--- src/rtl/ssemi_cic_decimator.sv ---
// ---------------------------------------------------------------------------
// ssemi_cic_decimator
//
// N-stage CIC (Hogenauer) decimator with runtime rate R and output shift.
// Accepts modulator-rate samples and delivers one saturated, shifted word
// every R accepted samples to the downstream halfband filter.
//
// Ports
//   i_clk, i_rst_n        clock, asynchronous active-low reset
//   i_enable              block enable; low clears all state synchronously
//   i_cfg_load            one-cycle pulse: capture i_decim_rate / i_out_shift
//   i_decim_rate          requested R (clamped to 2..MAX_DECIM_RATE)
//   i_out_shift           arithmetic right shift applied to the comb output
//   i_valid, i_data       input sample stream (signed)
//   o_ready               equals i_enable
//   o_data, o_valid       decimated output, held until o_valid && i_ready
//   i_ready               downstream ready
//   o_overflow/underflow  one-cycle pulses: output saturated high / low
//   o_overrun             sticky: an unconsumed output was overwritten
//   o_cfg_error           sticky: a loaded rate was clamped
//   o_busy                a sample has been accepted since the last clear
// ---------------------------------------------------------------------------
module ssemi_cic_decimator #(
   parameter int NUM_STAGES        = 5,
   parameter int MAX_DECIM_RATE    = 64,
   parameter int INPUT_DATA_WIDTH  = 16,
   parameter int OUTPUT_DATA_WIDTH = 24,
   parameter int RATE_WIDTH        = 9
) (
   input  logic                                i_clk,
   input  logic                                i_rst_n,
   input  logic                                i_enable,
   input  logic                                i_cfg_load,
   input  logic [RATE_WIDTH-1:0]               i_decim_rate,
   input  logic [5:0]                          i_out_shift,
   input  logic                                i_valid,
   input  logic signed [INPUT_DATA_WIDTH-1:0]  i_data,
   output logic                                o_ready,
   output logic signed [OUTPUT_DATA_WIDTH-1:0] o_data,
   output logic                                o_valid,
   input  logic                                i_ready,
   output logic                                o_overflow,
   output logic                                o_underflow,
   output logic                                o_overrun,
   output logic                                o_cfg_error,
   output logic                                o_busy
);

   localparam int RATE_BITS = $clog2(MAX_DECIM_RATE);
   localparam int W         = INPUT_DATA_WIDTH + NUM_STAGES * RATE_BITS;
   localparam int OW        = OUTPUT_DATA_WIDTH;

   localparam logic [RATE_WIDTH-1:0] MAX_RATE      = RATE_WIDTH'(MAX_DECIM_RATE);
   localparam logic [RATE_WIDTH-1:0] MIN_RATE      = RATE_WIDTH'(2);
   localparam logic [5:0]            DEFAULT_SHIFT =
      6'(NUM_STAGES * RATE_BITS - (OUTPUT_DATA_WIDTH - INPUT_DATA_WIDTH));

   localparam logic signed [W-1:0] OUT_MAX = {{(W-OW+1){1'b0}}, {(OW-1){1'b1}}};
   localparam logic signed [W-1:0] OUT_MIN = {{(W-OW+1){1'b1}}, {(OW-1){1'b0}}};

   // Shadow configuration
   logic [RATE_WIDTH-1:0] rate_q;
   logic [5:0]            shift_q;

   // Datapath state
   logic signed [W-1:0]   integ  [NUM_STAGES];
   logic signed [W-1:0]   comb_d [NUM_STAGES];
   logic [RATE_WIDTH-1:0] phase;

   // Combinational comb chain and output stage
   logic signed [W-1:0]   comb_in [NUM_STAGES];
   logic signed [W-1:0]   comb_out;
   logic signed [W-1:0]   comb_shift;
   logic signed [W-1:0]   data_ext;
   logic [RATE_WIDTH-1:0] rate_clamped;
   logic                  rate_bad;
   logic                  accept;
   logic                  strobe;
   logic                  sat_hi;
   logic                  sat_lo;
   logic [OW-1:0]         sat_data;

   assign o_ready = i_enable;

   // A sample arriving with a config load is dropped: the load restarts the filter.
   assign accept = i_valid && i_enable && !i_cfg_load;
   assign strobe = accept && (phase == rate_q - RATE_WIDTH'(1));

   assign data_ext = {{(W-INPUT_DATA_WIDTH){i_data[INPUT_DATA_WIDTH-1]}}, i_data};

   assign rate_bad     = (i_decim_rate < MIN_RATE) || (i_decim_rate > MAX_RATE);
   assign rate_clamped = (i_decim_rate < MIN_RATE) ? MIN_RATE :
                         (i_decim_rate > MAX_RATE) ? MAX_RATE : i_decim_rate;

   // Comb chain evaluated from the registered last integrator, before this
   // cycle's integrator update. Subtraction wraps modulo 2^W by design.
   always_comb begin
      logic signed [W-1:0] acc;
      // NOTE: every variable in a combinational block is assigned on every
      // path before use; a missing default would infer a latch.
      acc = integ[NUM_STAGES-1];
      for (int k = 0; k < NUM_STAGES; k++) begin
         comb_in[k] = acc;
         acc        = acc - comb_d[k];
      end
      comb_out = acc;
   end

   assign comb_shift = comb_out >>> shift_q;
   assign sat_hi     = comb_shift > OUT_MAX;
   assign sat_lo     = comb_shift < OUT_MIN;
   assign sat_data   = sat_hi ? {1'b0, {(OW-1){1'b1}}} :
                       sat_lo ? {1'b1, {(OW-1){1'b0}}} : comb_shift[OW-1:0];

   // Shadow configuration survives i_enable low; only reset restores defaults.
   always_ff @(posedge i_clk or negedge i_rst_n) begin
      if (!i_rst_n) begin
         rate_q  <= MAX_RATE;
         shift_q <= DEFAULT_SHIFT;
      end else if (i_cfg_load) begin
         rate_q  <= rate_clamped;
         shift_q <= i_out_shift;
      end
   end

   // Integrators, comb delays and phase counter
   always_ff @(posedge i_clk or negedge i_rst_n) begin
      if (!i_rst_n) begin
         // NOTE: these register arrays are reset because clearing them is part
         // of the filter's function; they are flops, not a RAM.
         for (int k = 0; k < NUM_STAGES; k++) begin
            integ[k]  <= '0;
            comb_d[k] <= '0;
         end
         phase <= '0;
      end else if (!i_enable || i_cfg_load) begin
         for (int k = 0; k < NUM_STAGES; k++) begin
            integ[k]  <= '0;
            comb_d[k] <= '0;
         end
         phase <= '0;
      end else if (accept) begin
         // NOTE: non-blocking assignment makes each stage add the previous
         // register value of its predecessor, giving the pipelined form.
         integ[0] <= integ[0] + data_ext;
         for (int k = 1; k < NUM_STAGES; k++) begin
            integ[k] <= integ[k] + integ[k-1];
         end
         if (strobe) begin
            for (int k = 0; k < NUM_STAGES; k++) begin
               comb_d[k] <= comb_in[k];
            end
            phase <= '0;
         end else begin
            phase <= phase + RATE_WIDTH'(1);
         end
      end
   end

   // Output register, handshake and status
   always_ff @(posedge i_clk or negedge i_rst_n) begin
      if (!i_rst_n) begin
         o_data      <= '0;
         o_valid     <= 1'b0;
         o_overflow  <= 1'b0;
         o_underflow <= 1'b0;
         o_overrun   <= 1'b0;
         o_cfg_error <= 1'b0;
         o_busy      <= 1'b0;
      end else if (!i_enable) begin
         o_data      <= '0;
         o_valid     <= 1'b0;
         o_overflow  <= 1'b0;
         o_underflow <= 1'b0;
         o_overrun   <= 1'b0;
         o_cfg_error <= 1'b0;
         o_busy      <= 1'b0;
      end else begin
         o_overflow  <= 1'b0;
         o_underflow <= 1'b0;
         if (accept) begin
            o_busy <= 1'b1;
         end
         if (i_cfg_load) begin
            o_valid   <= 1'b0;
            o_overrun <= 1'b0;
            if (rate_bad) begin
               o_cfg_error <= 1'b1;
            end
         end else if (strobe) begin
            o_data      <= sat_data;
            o_valid     <= 1'b1;
            o_overflow  <= sat_hi;
            o_underflow <= sat_lo;
            // Overwriting a word the consumer has not taken this cycle.
            if (o_valid && !i_ready) begin
               o_overrun <= 1'b1;
            end
         end else if (o_valid && i_ready) begin
            o_valid <= 1'b0;
         end
      end
   end

endmodule

--- config.mk ---
export PLATFORM = sky130hd
export DESIGN_NAME = ssemi_cic_decimator
export DESIGN_NICKNAME = d
export VERILOG_FILES = /design/src/rtl/ssemi_cic_decimator.sv
export SDC_FILE = /design/constraint.sdc
export NUM_CORES = 2
export LEC_CHECK = 0
export CAP_MARGIN = 20
export CORE_ASPECT_RATIO = 1.5
export CORE_MARGIN = 2
export CORE_UTILIZATION = 60
export DETAILED_ROUTE_END_ITERATION = 16
export PLACE_DENSITY = 0.83
export SKIP_LAST_GASP = 1
export SLEW_MARGIN = 30
export SYNTH_ARGS = -nofsm -noshare
export SYNTH_HDL_FRONTEND = slang
export SYNTH_SLANG_ARGS = --single-unit
--- constraint.sdc ---
create_clock -name i_clk -period 20.2 [get_ports i_clk]
set_clock_uncertainty 0.1 [all_clocks]
set_input_delay 4.04 -clock i_clk [delete_from_list [all_inputs] [get_ports i_clk]]
set_output_delay 4.04 -clock i_clk [all_outputs]
set_load 0.05 [all_outputs]
# ---- Word level (Yosys, flattened, before mapping)
# Index checks and enable logic that the tools add are counted.
dict set report word_totals {
  register_bits 514
  elab_cells 96
}
dict set report op_classes {
  n_addsub 12
  order_cmp 4
  eq_ne 9
  n_shift 1
  n_mux 34
  reduce_logical 16
}
# op count
set ops {}
lappend ops {{230-bit 2-to-1 mux} 5}
lappend ops {{46-bit subtractor} 5}
lappend ops {{46-bit adder} 4}
lappend ops {{24-bit 2-to-1 mux} 5}
lappend ops {{46-bit by 16-bit adder with 46-bit output} 1}
lappend ops {{46-bit by 24-bit > comparator with 1-bit output, second input constant} 1}
lappend ops {{46-bit by 24-bit less-than comparator with 1-bit output, second input constant} 1}
lappend ops {{46-bit by 6-bit >>> shifter with 46-bit output} 1}
lappend ops {{9-bit 2-to-1 mux} 5}
lappend ops {{1-bit 2-to-1 mux} 19}
lappend ops {{9-bit by 1-bit adder with 9-bit output, second input constant} 1}
lappend ops {{9-bit equality test} 1}
lappend ops {{9-bit by 7-bit > comparator with 1-bit output, second input constant} 1}
lappend ops {{9-bit by 2-bit less-than comparator with 1-bit output, second input constant} 1}
lappend ops {{9-bit by 1-bit subtractor with 9-bit output, second input constant} 1}
lappend ops {{2-bit by 1-bit != test with 1-bit output, second input constant} 4}
lappend ops {{2-bit AND reduction} 4}
lappend ops {{3-bit by 1-bit != test with 1-bit output, second input constant} 2}
lappend ops {{1-bit logical AND} 5}
lappend ops {{4-bit by 1-bit != test with 1-bit output, second input constant} 1}
lappend ops {{2-bit nonzero test} 2}
lappend ops {{1-bit zero test} 3}
lappend ops {{1-bit logical OR} 2}
lappend ops {{2-bit != test, second input constant} 1}

# ---- Depth between registers and ports, before layout
dict set report logic_depth {
  word_depth 12
  depth_mapped 69
  depth_no_buf 66
}

# ---- Worst setup path before layout
# Ideal clock, no wire load.
dict set report synth_timing {
  path_kind {register to register}
  from {register integ, in the netlist comb_in[184]}
  to {register o_data[18]}
  arrival_time_ns 11.110
  required_ns 20.030
  path_slack_ns 8.920
  stages_incl_launch_ff 64
  path_buffers 2
  period_less_slack_ns 11.280
  cell_sequence {dfrtp_1 inv_1 ha_1 fa_1 nor2b_1 o21ai_0 a21boi_0 o21ai_0 a21boi_0 nor2_1 o21ai_0 a21oi_1 xnor2_1 ha_1 a21oi_1 o21ai_1 nor3_1 o21a_1 [28 not listed] clkbuf_1 nand2_1 or4_1 a311oi_1 nor4_1 xnor2_1 nor2_1 nor2_1 o21ai_0 mux2i_1 o211a_1 o2111a_1 nor3b_1 a41oi_1 o41ai_2 buf_2 o2111ai_1 nand3_1}
}
dict set report synth_via {
  elab_chain_cells 12
  elab_cells_between_ends 13
  classes_between {add/sub: 5; order compare: 2; shift: 1; mux: 5}
}
# item line_no
set synth_rtl {}
lappend synth_rtl {{start: declaration} 66} ;# logic signed [W-1:0] integ [NUM_STAGES];
lappend synth_rtl {{start signal: indexed assignment} 147} ;# integ[k] <= integ[k] + integ[k-1];
lappend synth_rtl {{46-bit subtractor * (5 in a row)} 104} ;# acc = acc - comb_d[k];
lappend synth_rtl {{46-bit by 6-bit >>> shifter with 46-bit output *} 109} ;# assign comb_shift = comb_out >>> shift_q;
lappend synth_rtl {{46-bit by 24-bit less-than comparator with 1-bit output} 111} ;# assign sat_lo = comb_shift < OUT_MIN;
lappend synth_rtl {{24-bit 2-to-1 mux} 113} ;# sat_lo ? {1'b1, {(OW-1){1'b0}}} : comb_shift[OW-1:0];
lappend synth_rtl {{24-bit 2-to-1 mux *} 112} ;# assign sat_data = sat_hi ? {1'b0, {(OW-1){1'b1}}} :
lappend synth_rtl {{24-bit 2-to-1 mux *} 190} ;# end else if (strobe) begin
lappend synth_rtl {{24-bit 2-to-1 mux *} 184} ;# if (i_cfg_load) begin
lappend synth_rtl {{24-bit 2-to-1 mux *} 170} ;# end else if (!i_enable) begin
lappend synth_rtl {{end signal: assignment} 191} ;# o_data <= sat_data;
lappend synth_rtl {{end: declaration} 39} ;# output logic signed [OUTPUT_DATA_WIDTH-1:0] o_data,
# Every way passes the cells marked *; elsewhere a longest branch is shown, timed or not. The select of a mux whose other input is x is not followed.
# A chain may end at the register's enable or synchronous reset.

# ---- Worst setup path after layout
dict set report layout_timing {
  from {register integ, in the netlist comb_in[184]}
  to {register o_data[13]}
}
# The elaborated chain is that of the path after synthesis.

==> impl_metrics.json <==
{
  "power.total_mw": 8.25,
  "setup_tns_ns": 0,
  "fp.dieH_um": 338,
  "netlist_instances": 5550,
  "crit_arrival_ns": 14.31,
  "setup_viol": 0,
  "power_leakage_nw": 23.1,
  "power_density_nw_per_um2": 173,
  "final_core_util_pct": 64.9,
  "io_pins": 68,
  "syn_nets": 6049,
  "worst-path-buf-inv": 3,
  "worstPathRequired_ns": 20.65,
  "dp_hpwl_um": 76400,
  "ys_top_cells_by_count": "nand2_1 (740), dfrtp_1 (510), nor2_1 (461)",
  "irDropWorstVdd_mv": 0.210,
  "post-route-period-util_pct": 68.6,
  "synth_most_common_cell": "nand2_1",
  "wl_per_cell_um": 16.2,
  "period_minus_slack_ns": 13.86,
  "num_rows": 122,
  "wl_um": 106000,
  "netlist.area_leader.share_pct": 28.6,
  "fin_cells": 6524,
  "drcViolationCount": 0,
  "placed_area_um2": 46000,
  "end_kind": "register",
  "synth-seq-cells": 514,
  "vias_per_cell": 5.99,
  "clockRootBuffer": "clkbuf_16",
  "diodes": 0,
  "cpMaxStageDelayCell": "o41ai_1",
  "design.die.area_um2": 76600,
  "vias": 39100,
  "hold_buffers": 0,
  "ant_nets": 0,
  "max_freq_mhz": 72.2,
  "critPathKind": "reg2reg",
  "coreArea_um2": 73700,
  "placedCellCount": 6429,
  "clkTransAtPathRegs_ns": 0.06,
  "antenna_found_initial": 0,
  "drive_gt1_share_pct": 3.74,
  "grt.total_usage_pct": 27.8,
  "worst_slew_pin_slew_ns": 0.941,
  "syn_area_per_cell_um2": 8.04,
  "nNetsFinal": 5990,
  "htreeDepth": 2,
  "path_common_cell": "o21ai_0",
  "synth.distinct_cells": 89,
  "crit_path_max_incr_delay_ns": 0.72,
  "final-max-slew-violation-count": 0,
  "gp_congestion": 1.01,
  "dominantRegCellSynth": "dfrtp_1",
  "critPathMaxFanout": 22,
  "grt-ovfl-total": 0,
  "cts_setup_buffers": 0,
  "synth.area.top_cells": "dfrtp_1 (29%), ha_1 (13%), nand2_1 (6.2%), xnor2_1 (5.5%), a21oi_1 (4.8%)",
  "yosys_warnings": 0,
  "cts_tree": "yes",
  "first_global_vias": 38900,
  "synth-edff-count": 0,
  "cts_buffers": 51,
  "status": "finished clean",
  "fp.dieW_um": 227,
  "numPortBuffers": 67,
  "rsz0062_at_grt": "false",
  "drtPass1Iterations": 6,
  "grt_max_degree": 174,
  "cts_buffer_depth": 3,
  "cpLargestDelayFamily": "compound AO/OA/AOI/OAI gates",
  "max_slew_margin_pct": 37.2,
  "clock_latency_ns": 0.64,
  "syn2layout_area_growth_pct": 7.24,
  "yosysTopAreaCell": "dfrtp_1",
  "hp-class": "reg2reg",
  "initial_core_util_pct": 60.5,
  "final_cell_area_um2": 47800,
  "grt_pass1_wl_um": 178000,
  "seq_area_frac_synth_pct": 28.9,
  "final_hold_viol_count": 0,
  "drt-initial-drc-count": 2017,
  "async_reset_ff_share_pct": 100,
  "maxCapViolations": 0,
  "netlist_area_um2": 44600,
  "cts_resized": 0,
  "start_kind": "register",
  "cts_sinks": 514
}
[state kept, by name, indices dropped and copies added (netlist names)]
name	flops
comb_d	230
o_overflow	1
integ	184
o_data	24
o_cfg_error	1
comb_in	46
o_overrun	1
rate_q	9
o_valid	1
shift_q	6
o_underflow	1
phase	9
o_busy	1
[routing by layer]
metal / global-route usage (%) / vias to the layer above / wire (µm)
met5: 0 / - / 0
met2: 53.7 / 800 / 56100
met3: 3.86 / 373 / 3640
met1: 28.5 / 18400 / 40100
li1: - / 19500 / -
met4: 15.3 / 0 / 5750
[per-stage QoR]
step	setup WS, ns	hold slack, ns
global placement	6.64	0.370
detailed placement	6.63	0.375
floorplan	8.92	0.360
global route	4.94	0.403
finish	6.34	0.385
CTS	6.53	0.390
[cells in the final DEF, fill, tap and decap left out, types with 49 or more instances in the layout]
cell type and count:
mux2i_1 152, o21bai_1 77, nor3_1 85, ha_1 452
a21o_1 208, clkbuf_16 51, o21ai_0 344, nand2_1 738
o21a_1 60, a211oi_1 70, nor2_1 460, inv_1 364
clkdlybuf4s50_1 65, nand2b_1 61, dfrtp_1 510, xor2_1 132
a21oi_1 428, xnor2_1 278, nor2b_1 49, nand3_1 294
[final timing paths]
check | startpoint | to | slack (ns) | cells past startpoint
max in group asynchronous | i_rst_n | integ[128] | 13.93 | 5
min in group asynchronous | i_rst_n | comb_d[46] | 3.28 | 1
worst max-delay path | comb_in[184] | o_data[13] | 6.34 | 60
worst min-delay path | comb_d[57] | comb_d[57] | 0.38 | 2
worst max register to register | comb_in[184] | o_data[13] | 6.34 | 60
worst min register to register | comb_d[57] | comb_d[57] | 0.38 | 2
[cell type report]
class / count / area [µm²]
Clock buffer: 72 / 1460
Clock inverter: 22 / 328
Fill cell: 6024 / 25900
Multi-Input combinational cell: 4453 / 29600
Tap cell: 992 / 1240
Sequential cell: 514 / 12900
Timing Repair Buffer: 102 / 992
Inverter: 369 / 1390
[worst min-delay path, cell delays in order (launching register included)]
cell and delay (ns):
dfrtp_1 0.34, nand3_1 0.06, nand2_1 0.05
[power by group]
part           internal [mW]  switching [mW]  total (mW)
combinational           2.36            3.81        6.18
sequential              1.04         0.00924        1.05
clock                  0.595           0.432        1.03
total                   4.00            4.25        8.25
[cells by family after synthesis]
family	after synthesis	share of synthesized area, %
compound gates	1510	21.6
xor+xnor	413	8.20
fa+ha+maj	462	13.1
buf+inv	583	4.99
flops	514	28.9
mux	178	4.35
simple gates	1890	18.9
No activity file was read; power rests on OpenSTA's default activity.
